[src/rtl/nudt_pkg.sv]
// Shared definitions for the NUDT 1K baseband: PIE decoder state encoding,
// interval width and default delimiter/data-0 limits.
package nudt_pkg;

  localparam int CNT_W = 8;

  localparam int DELIM_MIN_DEF = 20;
  localparam int DELIM_MAX_DEF = 30;
  localparam int D0_MIN_DEF    = 8;
  localparam int D0_MAX_DEF    = 50;

  typedef enum logic [2:0] {
    IDLE  = 3'd0,
    DELIM = 3'd1,
    DATA0 = 3'd2,
    RTCAL = 3'd3,
    FIRST = 3'd4,
    BITS  = 3'd5
  } pie_state_e;

  localparam logic [CNT_W-1:0] CNT_ONE = {{(CNT_W-1){1'b0}}, 1'b1};
  localparam logic [CNT_W-1:0] CNT_MAX = {CNT_W{1'b1}};

  function automatic logic [CNT_W-1:0] cnt_sat_inc(input logic [CNT_W-1:0] v);
    logic [CNT_W-1:0] r;
    if (v == CNT_MAX) r = v;
    else              r = v + CNT_ONE;
    return r;
  endfunction

endpackage

[src/rtl/pie_edge_sync.sv]
// Synchronizes the demodulated envelope and produces rise/fall pulses.
// PIE_DEGLITCH_EN adds a filter that needs 2 equal samples to change level.
module pie_edge_sync (
  input  logic i_clk,
  input  logic i_rst,
  input  logic i_async,
  output logic o_level,
  output logic o_rise,
  output logic o_fall
);

  logic r_sync1;
  logic r_sync2;
  logic r_prev;
  logic w_level;

  // Two-flop synchronizer; idles at carrier-on so reset makes no edge.
  always_ff @(posedge i_clk) begin
    if (i_rst) begin
      r_sync1 <= 1'b1;
      r_sync2 <= 1'b1;
    end else begin
      r_sync1 <= i_async;
      r_sync2 <= r_sync1;
    end
  end

`ifdef PIE_DEGLITCH_EN
  logic r_dg0;
  logic r_filt;

  // Level follows the input only after two consecutive equal samples.
  always_ff @(posedge i_clk) begin
    if (i_rst) begin
      r_dg0  <= 1'b1;
      r_filt <= 1'b1;
    end else begin
      r_dg0 <= r_sync2;
      if (r_sync2 == r_dg0) r_filt <= r_sync2;
      else                  r_filt <= r_filt;
    end
  end

  assign w_level = r_filt;
`else
  assign w_level = r_sync2;
`endif

  // Edge-detect register on the clean level.
  always_ff @(posedge i_clk) begin
    if (i_rst) r_prev <= 1'b1;
    else       r_prev <= w_level;
  end

  assign o_level = w_level;
  assign o_rise  = w_level & ~r_prev;
  assign o_fall  = ~w_level & r_prev;

endmodule

[src/rtl/pie_decoder.sv]
// Forward-link PIE decoder: delimiter, data-0, RTcal and TC measurement plus
// bit decode against RTcal/2. PIE_DEGLITCH_EN enables the input glitch filter.
module pie_decoder
  import nudt_pkg::*;
#(
  parameter int DELIM_MIN = DELIM_MIN_DEF,
  parameter int DELIM_MAX = DELIM_MAX_DEF,
  parameter int D0_MIN    = D0_MIN_DEF,
  parameter int D0_MAX    = D0_MAX_DEF
) (
  input  logic             clk_1_92m,
  input  logic             rst,
  input  logic             demod_in,
  output logic [CNT_W-1:0] TC_val,
  output logic             tc_vld,
  output logic             frame_start,
  output logic             bit_vld,
  output logic             bit_data,
  output logic             frame_end,
  output logic             frame_err,
  output logic [CNT_W-1:0] bit_cnt,
  output logic             rx_busy
);

  localparam logic [CNT_W-1:0] L_DELIM_MIN = CNT_W'(DELIM_MIN);
  localparam logic [CNT_W-1:0] L_DELIM_MAX = CNT_W'(DELIM_MAX);
  localparam logic [CNT_W-1:0] L_D0_MIN    = CNT_W'(D0_MIN);
  localparam logic [CNT_W-1:0] L_D0_MAX    = CNT_W'(D0_MAX);

  logic w_level;
  logic w_rise;
  logic w_fall;

  pie_state_e       r_state, w_state_nxt;
  logic [CNT_W-1:0] r_cnt, w_cnt_nxt;
  logic [CNT_W-1:0] r_d0, w_d0_nxt;
  logic [CNT_W-1:0] r_rtcal, w_rtcal_nxt;
  logic [CNT_W-1:0] r_pivot, w_pivot_nxt;
  logic [CNT_W-1:0] r_tc_val, w_tc_val_nxt;
  logic [CNT_W-1:0] r_bit_cnt, w_bit_cnt_nxt;
  logic             w_tc_load;
  logic             r_tc_pend;
  logic             r_tc_vld;
  logic             r_frame_start, w_frame_start_nxt;
  logic             r_bit_vld, w_bit_vld_nxt;
  logic             r_bit_data, w_bit_data_nxt;
  logic             r_frame_end, w_frame_end_nxt;
  logic             r_frame_err, w_frame_err_nxt;
  logic             r_rx_busy;
  logic             w_abort;
  logic             w_timeout;

  pie_edge_sync u_edge (
    .i_clk   (clk_1_92m),
    .i_rst   (rst),
    .i_async (demod_in),
    .o_level (w_level),
    .o_rise  (w_rise),
    .o_fall  (w_fall)
  );

  assign w_abort   = (r_state != IDLE) && (r_cnt == CNT_MAX);
  // 9-bit compare so that 2*rtcal never wraps.
  assign w_timeout = ({1'b0, r_cnt} >= {r_rtcal, 1'b0});

  // Next-state and datapath decisions; every rise restarts the interval.
  always_comb begin
    w_state_nxt       = r_state;
    w_cnt_nxt         = cnt_sat_inc(r_cnt);
    w_d0_nxt          = r_d0;
    w_rtcal_nxt       = r_rtcal;
    w_pivot_nxt       = r_pivot;
    w_tc_val_nxt      = r_tc_val;
    w_tc_load         = 1'b0;
    w_bit_cnt_nxt     = r_bit_cnt;
    w_frame_start_nxt = 1'b0;
    w_bit_vld_nxt     = 1'b0;
    w_bit_data_nxt    = r_bit_data;
    w_frame_end_nxt   = 1'b0;
    w_frame_err_nxt   = 1'b0;

    case (r_state)
      IDLE: begin
        if (w_fall) begin
          w_state_nxt = DELIM;
          w_cnt_nxt   = CNT_ONE;
        end else begin
          w_cnt_nxt = '0;
        end
      end
      DELIM: begin
        if (w_rise) begin
          if (r_cnt >= L_DELIM_MIN && r_cnt <= L_DELIM_MAX) begin
            w_state_nxt       = DATA0;
            w_cnt_nxt         = CNT_ONE;
            w_frame_start_nxt = 1'b1;
            w_bit_cnt_nxt     = '0;
          end else begin
            w_state_nxt = IDLE;
            w_cnt_nxt   = '0;
          end
        end else if (r_cnt > L_DELIM_MAX) begin
          w_state_nxt = IDLE;
          w_cnt_nxt   = '0;
        end else if (w_abort) begin
          w_state_nxt     = IDLE;
          w_cnt_nxt       = '0;
          w_frame_err_nxt = 1'b1;
        end else begin
          w_state_nxt = DELIM;
        end
      end
      DATA0: begin
        if (w_rise && r_cnt >= L_D0_MIN && r_cnt <= L_D0_MAX) begin
          w_state_nxt = RTCAL;
          w_cnt_nxt   = CNT_ONE;
          w_d0_nxt    = r_cnt;
        end else if (w_rise || w_abort) begin
          w_state_nxt     = IDLE;
          w_cnt_nxt       = '0;
          w_frame_err_nxt = 1'b1;
        end else begin
          w_state_nxt = DATA0;
        end
      end
      RTCAL: begin
        if (w_rise && r_cnt > r_d0) begin
          w_state_nxt = FIRST;
          w_cnt_nxt   = CNT_ONE;
          w_rtcal_nxt = r_cnt;
          w_pivot_nxt = {1'b0, r_cnt[CNT_W-1:1]};
        end else if (w_rise || w_abort) begin
          w_state_nxt     = IDLE;
          w_cnt_nxt       = '0;
          w_frame_err_nxt = 1'b1;
        end else begin
          w_state_nxt = RTCAL;
        end
      end
      FIRST: begin
        if (w_rise) begin
          w_state_nxt = BITS;
          w_cnt_nxt   = CNT_ONE;
          if (r_cnt > r_rtcal) begin
            w_tc_val_nxt = r_cnt;
            w_tc_load    = 1'b1;
          end else begin
            w_bit_vld_nxt  = 1'b1;
            w_bit_data_nxt = (r_cnt >= r_pivot);
            w_bit_cnt_nxt  = cnt_sat_inc(r_bit_cnt);
          end
        end else if (w_abort) begin
          w_state_nxt     = IDLE;
          w_cnt_nxt       = '0;
          w_frame_err_nxt = 1'b1;
        end else begin
          w_state_nxt = FIRST;
        end
      end
      BITS: begin
        if (w_rise) begin
          w_cnt_nxt      = CNT_ONE;
          w_bit_vld_nxt  = 1'b1;
          w_bit_data_nxt = (r_cnt >= r_pivot);
          w_bit_cnt_nxt  = cnt_sat_inc(r_bit_cnt);
        end else if (w_abort || w_timeout) begin
          w_state_nxt     = IDLE;
          w_cnt_nxt       = '0;
          w_frame_end_nxt = w_level & ~w_abort;
          w_frame_err_nxt = ~w_level | w_abort;
        end else begin
          w_state_nxt = BITS;
        end
      end
      default: begin
        w_state_nxt = IDLE;
        w_cnt_nxt   = '0;
      end
    endcase
  end

  // State, measurements and registered output pulses.
  always_ff @(posedge clk_1_92m) begin
    if (rst) begin
      r_state       <= IDLE;
      r_cnt         <= '0;
      r_d0          <= '0;
      r_rtcal       <= '0;
      r_pivot       <= '0;
      r_tc_val      <= '0;
      r_tc_pend     <= 1'b0;
      r_tc_vld      <= 1'b0;
      r_bit_cnt     <= '0;
      r_frame_start <= 1'b0;
      r_bit_vld     <= 1'b0;
      r_bit_data    <= 1'b0;
      r_frame_end   <= 1'b0;
      r_frame_err   <= 1'b0;
      r_rx_busy     <= 1'b0;
    end else begin
      r_state       <= w_state_nxt;
      r_cnt         <= w_cnt_nxt;
      r_d0          <= w_d0_nxt;
      r_rtcal       <= w_rtcal_nxt;
      r_pivot       <= w_pivot_nxt;
      r_tc_val      <= w_tc_val_nxt;
      r_tc_pend     <= w_tc_load;
      r_tc_vld      <= r_tc_pend;
      r_bit_cnt     <= w_bit_cnt_nxt;
      r_frame_start <= w_frame_start_nxt;
      r_bit_vld     <= w_bit_vld_nxt;
      r_bit_data    <= w_bit_data_nxt;
      r_frame_end   <= w_frame_end_nxt;
      r_frame_err   <= w_frame_err_nxt;
      r_rx_busy     <= (w_state_nxt != IDLE);
    end
  end

  assign TC_val      = r_tc_val;
  assign tc_vld      = r_tc_vld;
  assign frame_start = r_frame_start;
  assign bit_vld     = r_bit_vld;
  assign bit_data    = r_bit_data;
  assign frame_end   = r_frame_end;
  assign frame_err   = r_frame_err;
  assign bit_cnt     = r_bit_cnt;
  assign rx_busy     = r_rx_busy;

endmodule

[config.mk]
export PLATFORM = sky130hd
export DESIGN_NAME = pie_decoder
export DESIGN_NICKNAME = d
export VERILOG_FILES = /design/src/rtl/nudt_pkg.sv /design/src/rtl/pie_edge_sync.sv /design/src/rtl/pie_decoder.sv
export SDC_FILE = /design/constraint.sdc
export NUM_CORES = 1
export LEC_CHECK = 0
export CAP_MARGIN = 20
export CORE_UTILIZATION = 52
export CTS_BUF_LIST = sky130_fd_sc_hd__clkbuf_2 sky130_fd_sc_hd__clkbuf_4 sky130_fd_sc_hd__clkbuf_8
export DETAILED_ROUTE_END_ITERATION = 12
export GPL_ROUTABILITY_DRIVEN = 0
export PLACE_DENSITY = 0.73
export SKIP_LAST_GASP = 1
export SLEW_MARGIN = 10
export SYNTH_ARGS = -nofsm -noshare
export SYNTH_HDL_FRONTEND = slang
export SYNTH_HIERARCHICAL = 1
export SYNTH_SLANG_ARGS = --single-unit
[constraint.sdc]
create_clock -name clk_1_92m -period 3.35 [get_ports clk_1_92m]
set_input_delay 1.005 -clock clk_1_92m [delete_from_list [all_inputs] [get_ports clk_1_92m]]
set_output_delay 1.005 -clock clk_1_92m [all_outputs]
set_load 0.02 [all_outputs]
* Word level (Yosys, flattened, before mapping) *
Index checks and enable logic that the tools add are counted.

word-level totals
  flip-flop bits (word level) = 61
  logic and storage cells = 127
  output and inout port bits = 23
  input bits = 3

operators by class
  reductions and logical operators = 20
  order comparisons = 9
  equality and inequality tests = 12
  multiplexer cells = 54
  add/sub/neg operators = 2
  bitwise gates (word level) = 12

operator list
  operator               number
  $mux W8                16
  $pmux W8 S6            1
  $pmux W8 S3            1
  $mux W1                21
  $mux W3                7
  $pmux W3 S6            1
  $add A8 B1 Y8 const B  2
  $eq A8 B8 Y1 const B   2
  $gt A8 B8 Y1           2
  $ne A2 B2 Y1 const B   5
  $ge A8 B9 Y1           1
  $reduce_bool A3 Y1     3
  $ge A8 B4 Y1 const B   1
  $ge A8 B5 Y1 const B   1
  $ge A8 B7 Y1           1
  $gt A8 B5 Y1 const B   1
  $le A8 B5 Y1 const B   1
  $le A8 B6 Y1 const B   1
  $mux W2                4
  $not A1 Y1             8
  $eq A3 B2 Y1 const B   2
  $eq A3 B3 Y1 const B   2
  $reduce_and A6 Y1      1
  $reduce_or A3 Y1       2
  other kinds (13)       22

* Longest topological paths before layout *
Gate-level depths: netlist of the first run.

  depth after elaboration = 7
  depth in mapped cells = 9
  depth with buffers taken out = 8

* Cells and area by module *
Netlist of the first run, hierarchy kept.

modules (own cells, without submodules)
  module         area an instance (um^2)  times used  cells an instance  seq. area each (um^2)
  pie_decoder    2,994.1                  1           356                1,021.0
  pie_edge_sync  92.6                     1           8                  60.1

* Worst setup path before layout of the first run *
Ideal clock, no wire load.

  kind = register to register
  from = reg r_cnt[7]
  to = reg r_bit_cnt[3], in the netlist bit_cnt[3]
  buffers on the path = 2
  setup slack = 815 ps
  required time = 3,291 ps
  stages on the path, launching flop included = 9
  period minus slack after synthesis = 2,535 ps
  arrival time = 2,476 ps
  setup time = 59 ps
  cell sequence = dfxtp_1 > buf_6 > or4b_4 > o41ai_4 > o21ai_2 > or3_4 > buf_6 > or4_1 > nand2_1

between the ends
  longest elaborated chain between the ends = 4
  elaborated cells between the ends (all ways) = 7
  classes of those cells = order compare: 3; eq/ne: 2; reduce/logical: 2

ends and longest elaborated chain
  what                                                 line                source
  from (decl)                                          pie_decoder.sv:35   logic [CNT_W-1:0] r_cnt, w_cnt_nxt;
  from (signal assigned)                               pie_decoder.sv:202  r_cnt <= w_cnt_nxt;
  $ge A8 B5 Y1 / $le A8 B5 Y1 (equally long branches)  pie_decoder.sv:93   if (r_cnt >= L_DELIM_MIN && r_cnt <= L_DELIM_MAX) begin
  $logic_and A1 B1 Y1                                  pie_decoder.sv:93
  $ne A2 B2 Y1 (no line)                               --
  $reduce_and A6 Y1 (no line) (*)                      --
  to (signal assigned)                                 pie_decoder.sv:209  r_bit_cnt <= w_bit_cnt_nxt;
  to (decl)                                            pie_decoder.sv:40   logic [CNT_W-1:0] r_bit_cnt, w_bit_cnt_nxt;

Mark *: on every way between the ends. The rest lies on a longest branch, timed or not.
A chain may end at the register's enable or synchronous reset.

* Final worst setup path of the first run *
  from = reg r_cnt[1]
  to = reg r_frame_err, in the netlist frame_err

between the ends
  longest elaborated chain between the ends = 6
  elaborated cells between the ends (all ways) = 23
  classes of those cells = order compare: 5; eq/ne: 1; mux: 10; bitwise: 1; reduce/logical: 6

ends and longest elaborated chain
  what                                                                  line                source
  parallel branches: the longest is 5 deep, another holds $ge A8 B9 Y1  --
  $pmux W1 S5 (*)                                                       pie_decoder.sv:82   case (r_state)
  to (signal assigned)                                                  pie_decoder.sv:214  r_frame_err <= w_frame_err_nxt;
  to (decl)                                                             pie_decoder.sv:48   logic r_frame_err, w_frame_err_nxt;

Mark *: on every way between the ends.

==> impl_metrics.ini, run 1 <==
[outcome]
run_status = completed

[grt]
grt.overflow.total = 0
grt_pass1_wl_mm = 12.0
antenna_found_initial = 0
grt_pass1_vias = 2528
gr-usage-all-layers = 0.246
grt_start_max_net_pins = 24

[critical_path]
cpLargestDelayFamily = compound AO/OA/AOI/OAI gates
worstSetupPathType = reg2reg
worst_path_max_delay_cell = dfxtp_1
crit_start = r_cnt[1]$_SDFF_PP0_
worst-path-stages = 9
reg2regPathDepth = 9
end_kind = flop
timing.reg2reg.setup_slack_ns = 0.53
path_cells = inv_1 -> ha_1 -> nor2b_1 -> o21ai_1 -> a2111oi_0 -> buf_4 -> nor2_1 -> or3_1 -> a311oi_1
r2r-start = r_cnt[1]$_SDFF_PP0_
reg2reg_to = frame_err$_SDFF_PP0_
worstPathArrival_ns = 3.04
worstPathRequired_ns = 3.57
cp-start-kind = flop
crit_end = frame_err$_SDFF_PP0_
crit_path_max_incr_delay_ns = 0.57
crit_path_max_fanout = 10
worst-path-buf-inv = 2

[detailed_routing]
dr.pass1.iters = 4
wl_per_cell_um = 15.4
ant_nets = 0
routed_via_density = 5.90
route.detailed.drc = 0
routed_wl_mm = 7.18
via_count = 2744
dr.first_iter.drc_count = 136

[pwr]
p_int_w = 0.000891
seqPwrFrac = 0.564
ir_drop_uv = 250
combPwrFrac = 0.039
pwr_density_cell_nw_per_um2 = 323
p_leak_nw = 1.44
p_sw_frac = 0.226
p_switching_w = 0.000260
clkPwrFrac = 0.397

[synth]
synth_ff_type = dfxtp_1
yosysSeqAreaShare = 0.350
synthCells = 364
ys_async_sr_fraction = 0
synth_area_per_cell_sq_um = 8.48
synth_common_cells = dfxtp_1 (54), nor2_1 (38), ha_1 (33)
synth-seq-cells = 54
synthDominantCellAreaShare = 0.350
syn_nets = 400
synth_most_common_cell = dfxtp_1
synth-edff-count = 0
synth.distinct_cells = 56
synth_top_area_cell = dfxtp_1
synth_area_sq_um = 3090
yosys_warnings = 6
synth_area_leaders = dfxtp_1 (35%), ha_1 (13%), mux2i_1 (5.5%)

[place]
portBuffers = 25
post-place-cells = 456
dp_hpwl_mm = 5.23

[die]
initial_core_util = 0.550
die_h_um = 79.0
core_sq_um = 5610
die_x_um = 79.0
io_pins = 26
row_count = 27
dieArea_sq_um = 6250

[layout]
n_antenna_cell = 0
fin_nets = 428
layout.cells.non_filler = 465
areaGrowthSynthToFinish_pct = 15.5
layout-drive-gt1-share = 0.0763
fill_cells = 503

[clock_network]
post_cts_buffers = 0
cts_max_path_buffers = 2
hold_buffers = 0
cts_buffers = 5
cts_resized = 0
htreeDepth = 2
clock_latency_ns = 0.31
clk_pin_slew_worst_paths_ns = 0.10
cts_root_buffer = clkbuf_8
cts_tree = done
clock_sinks = 54

[sta]
fmax_mhz = 355
fin_tns_setup_ns = 0
hold_viol = 0
slew_headroom = 0.661
rsz0062_at_grt = false
maxSlewViolCount = 0
fin_crit_sh = 0.842
worst_pin_slew_ns = 0.508
skew_ns = 0.00866
fin_crit_ns = 2.82
setup_violations = 0

[min_path]
hold_path_depth = 1
hp-class = reg2reg

[flow_run]
drv_cap = 0
[layer usage]
metal | up-vias | wire [um] | track usage
met5 | - | 0 | 0
met4 | 0 | 75 | 0.0800
met3 | 9 | 307 | 0.0414
met2 | 63 | 3490 | 0.411
met1 | 1317 | 3310 | 0.320
li1 | 1355 | - | -
[cell type report]
type | instances | area (sq um) | area share
Sequential cell | 54 | 1080 | 0.303
Inverter | 21 | 78.8 | 0.0221
Tap cell | 72 | 90.1 | 0.0253
Multi-Input combinational cell | 271 | 1840 | 0.517
Timing Repair Buffer | 39 | 355 | 0.0997
Clock buffer | 5 | 68.8 | 0.0193
Clock inverter | 3 | 48.8 | 0.0137
[logic make-up (layout without fill, tap and decap cells)]
family / Yosys count / after routing / synth area share
AO/OA/AOI/OAI: 79 / 79 / 0.171
buffers and inverters: 39 / 68 / 0.0531
multiplexers: 17 / 17 / 0.0551
XOR/XNOR: 3 / 3 / 0.00851
adder cells (fa/ha/maj): 33 / 33 / 0.134
flip-flops: 54 / 54 / 0.350
AND/OR/NAND/NOR: 139 / 139 / 0.228
[how the worst min path moves through the flow]
| stage | from | end | slack [ns] |
|---|---|---|---|
| 4_1_cts | u_edge/r_sync1$_SDFF_PP1_ | u_edge/o_level$_SDFF_PP1_ | 0.41 |
| 3_5_place_dp | u_edge/r_sync1$_SDFF_PP1_ | u_edge/o_level$_SDFF_PP1_ | 0.39 |
| 5_1_grt | u_edge/r_sync1$_SDFF_PP1_ | u_edge/o_level$_SDFF_PP1_ | 0.44 |
| 3_3_place_gp | u_edge/r_sync1$_SDFF_PP1_ | u_edge/o_level$_SDFF_PP1_ | 0.39 |
| 6_report | u_edge/r_sync1$_SDFF_PP1_ | u_edge/o_level$_SDFF_PP1_ | 0.41 |
| 2_1_floorplan | u_edge/r_sync1$_SDFF_PP1_ | u_edge/o_level$_SDFF_PP1_ | 0.38 |
[per-stage QoR]
| stage | setup WS, ns | hold WS (ns) | area, sq um | power, W | util |
|---|---|---|---|---|---|
| global route | 0.292 | 0.442 | 3560 | 0.00119 | 0.636 |
| finish | 0.529 | 0.413 | 3560 | 0.00115 | 0.636 |
| floorplan | 0.815 | 0.383 | 3090 | 0.000693 | - |
| global placement | 0.587 | 0.387 | 3440 | 0.000708 | 0.613 |
| detailed placement | 0.543 | 0.390 | 3440 | 0.000708 | 0.613 |
| CTS | 0.540 | 0.414 | 3560 | 0.00116 | 0.634 |
[power groups by stage]
| stage | registers (W) | clock network [W] | logic [W] |
|---|---|---|---|
| finish | 0.000649 | 0.000457 | 0.0000449 |
| global placement | 0.000664 | 0 | 0.0000444 |
| CTS | 0.000649 | 0.000463 | 0.0000445 |
| floorplan | 0.000663 | 0 | 0.0000303 |
| detailed placement | 0.000664 | 0 | 0.0000442 |
| global route | 0.000650 | 0.000495 | 0.0000492 |
[layout by cell type (no fill, tap or decap), drive strengths merged, types with 4 or more instances in the layout]
cell type | Yosys | final
or3 | 5 | 5
nor2b | 8 | 8
nand2 | 29 | 29
a2111oi | 5 | 5
o211ai | 4 | 4
or2 | 5 | 5
clkdlybuf4s50 | 0 | 25
clkbuf | 13 | 5
nand4 | 7 | 7
dfxtp | 54 | 54
o21a | 4 | 4
inv | 21 | 22
a21oi | 31 | 31
mux2i | 17 | 17
buf | 5 | 14
nor3 | 14 | 14
ha | 33 | 33
o21ai | 11 | 11
o31ai | 4 | 4
nor2 | 38 | 38
nand2b | 4 | 4
nand3 | 12 | 12
[sequential cells by signal, summed over array words and instances, names as in the netlist, 3 cells and up]
signal / cells
r_cnt: 8
TC_val: 8
bit_cnt: 8
r_state: 3
r_d0: 8
r_rtcal: 8
Note: power is estimated with default switching activity, not from simulation.
==> run 2: changes to the inputs <==
==> constraint.sdc (replaced) <==
create_clock -name clk_1_92m -period 2.9 [get_ports clk_1_92m]
set_input_delay 0.87 -clock clk_1_92m [delete_from_list [all_inputs] [get_ports clk_1_92m]]
set_output_delay 0.87 -clock clk_1_92m [all_outputs]
set_load 0.02 [all_outputs]
==> impl_metrics.ini, run 2 (synthesis results as in run 1) <==
[outcome]
run_status = completed

[place]
placed_area_sq_um = 3480
portBuffers = 25
dp_hpwl_mm = 5.36
post-place-cells = 462

[pwr]
fin_total_pwr_w = 0.00142
pwr_density_cell_nw_per_um2 = 390
p_leak_nw = 1.49
ir_drop_uv = 344

[critical_path]
worstPathArrival_ns = 2.97
crit_path_max_incr_delay_ns = 0.59
worst-path-buf-inv = 0
cp-start-kind = flop
worstPathRequired_ns = 3.15
cpLargestDelayFamily = simple AND/OR/NAND/NOR gates
end_kind = flop
timing.reg2reg.setup_slack_ns = 0.17
worstSetupPathType = reg2reg
crit_path_max_fanout = 12
path_cells = or4b_4 -> o41ai_4 -> o21ai_2 -> or3_4 -> or4_1 -> a21oi_1
worst_path_max_delay_cell = or4b_4

[layout]
layout.cells.non_filler = 471
areaGrowthSynthToFinish_pct = 17.8
fin_util = 0.648
layout-drive-gt1-share = 0.0927
n_antenna_cell = 0
fill_cells = 502
layout_commonest_cell = dfxtp_1
multi_input_area_sq_um = 1840
regArea_sq_um = 1080
final_cell_area_sq_um = 3640
final_cell_mix = dfxtp_1 (53), nor2_1 (38), ha_1 (33), a21oi_1 (31), nand2_1 (29)
fin_nets = 434

[sta]
fin_tns_setup_ns = 0
fin_crit_ns = 2.73
fin_crit_sh = 0.941
maxSlewViolCount = 0
skew_ns = 0.00780
hold_viol = 0
fmax_mhz = 367
slew_headroom = 0.608
rsz0062_at_grt = false
worst_pin_slew_ns = 0.586
setup_violations = 0

[clock_network]
hold_buffers = 0
clk_pin_slew_worst_paths_ns = 0.10
clock_sinks = 54
clock_latency_ns = 0.31
post_cts_buffers = 0
htreeDepth = 2
cts_root_buffer = clkbuf_8
cts_tree = done
cts_max_path_buffers = 2
cts_buffers = 5

[flow_run]
drv_cap = 0

[detailed_routing]
routed_wl_mm = 7.43
dr.pass1.iters = 4
routed_via_density = 5.75
dr.first_iter.drc_count = 124
via_count = 2706
wl_per_cell_um = 15.8
ant_nets = 0
route.detailed.drc = 0

[die]
die_x_um = 79.0
dieArea_sq_um = 6250
row_count = 27
initial_core_util = 0.550
core_sq_um = 5610
io_pins = 26
die_h_um = 79.0

[grt]
grt_pass1_vias = 2528
grt_pass1_wl_mm = 12.2
grt_start_max_net_pins = 21
gr-usage-all-layers = 0.250
grt.overflow.total = 0
antenna_found_initial = 0

[min_path]
hp-class = reg2reg
## run 2: changes by cell type in the layout (fill, tap and decap cells not counted)
cell / change
dfxtp_2: +1
inv_8: -1
buf_4: +6
dfxtp_1: -1
clkinvlp_4: -1
clkbuf_8: +1
bufinv_16: +1
## run 2: worst paths after layout
| kind | endpoint | depth (start not counted) | from |
|---|---|---|---|
| worst max-delay path | bit_cnt[5]$_SDFFE_PP0P_ | 6 | r_cnt[6]$_SDFF_PP0_ |
| worst min-delay path | u_edge/o_level$_SDFF_PP1_ | 1 | u_edge/r_sync1$_SDFF_PP1_ |
| worst min register to register | u_edge/o_level$_SDFF_PP1_ | 1 | u_edge/r_sync1$_SDFF_PP1_ |
| worst max register to register | bit_cnt[5]$_SDFFE_PP0P_ | 6 | r_cnt[6]$_SDFF_PP0_ |
## run 2: layout make-up
class,count,share of cell area
Clock inverter,2,0.0165
Clock buffer,6,0.0227
Multi-Input combinational cell,271,0.507
Inverter,21,0.0217
Tap cell,72,0.0248
Timing Repair Buffer,45,0.110
Sequential cell,54,0.298
## run 2: timing repair
item	CTS	global route
hold endpoints to repair	0	0
resized for setup	0	1
endpoints found under the setup margin	0	2
## run 2: report_power, final
| part | switching (W) | leakage [nW] | internal, W | total [W] |
|---|---|---|---|---|
| logic | 0.0000322 | 0.978 | 0.0000223 | 0.0000545 |
| registers | 0.00000496 | 0.436 | 0.000745 | 0.000750 |
| clock network | 0.000244 | 0.0714 | 0.000368 | 0.000612 |
## run 2: routing by layer
layer | up-vias | part of all wire | track usage
li1 | 1368 | - | -
met1 | 1271 | 0.49 | 0.324
met2 | 59 | 0.47 | 0.418
met3 | 8 | 0.033 | 0.0402
met4 | 0 | 0.012 | 0.0855
met5 | - | 0 | 0
## run 2: stage by stage
step | hold slack (ns) | worst slack, ns
2_1_floorplan | 0.383 | 0.365
3_3_place_gp | 0.387 | 0.181
3_5_place_dp | 0.393 | 0.172
4_1_cts | 0.415 | 0.146
5_1_grt | 0.425 | 0.0248
6_report | 0.414 | 0.172
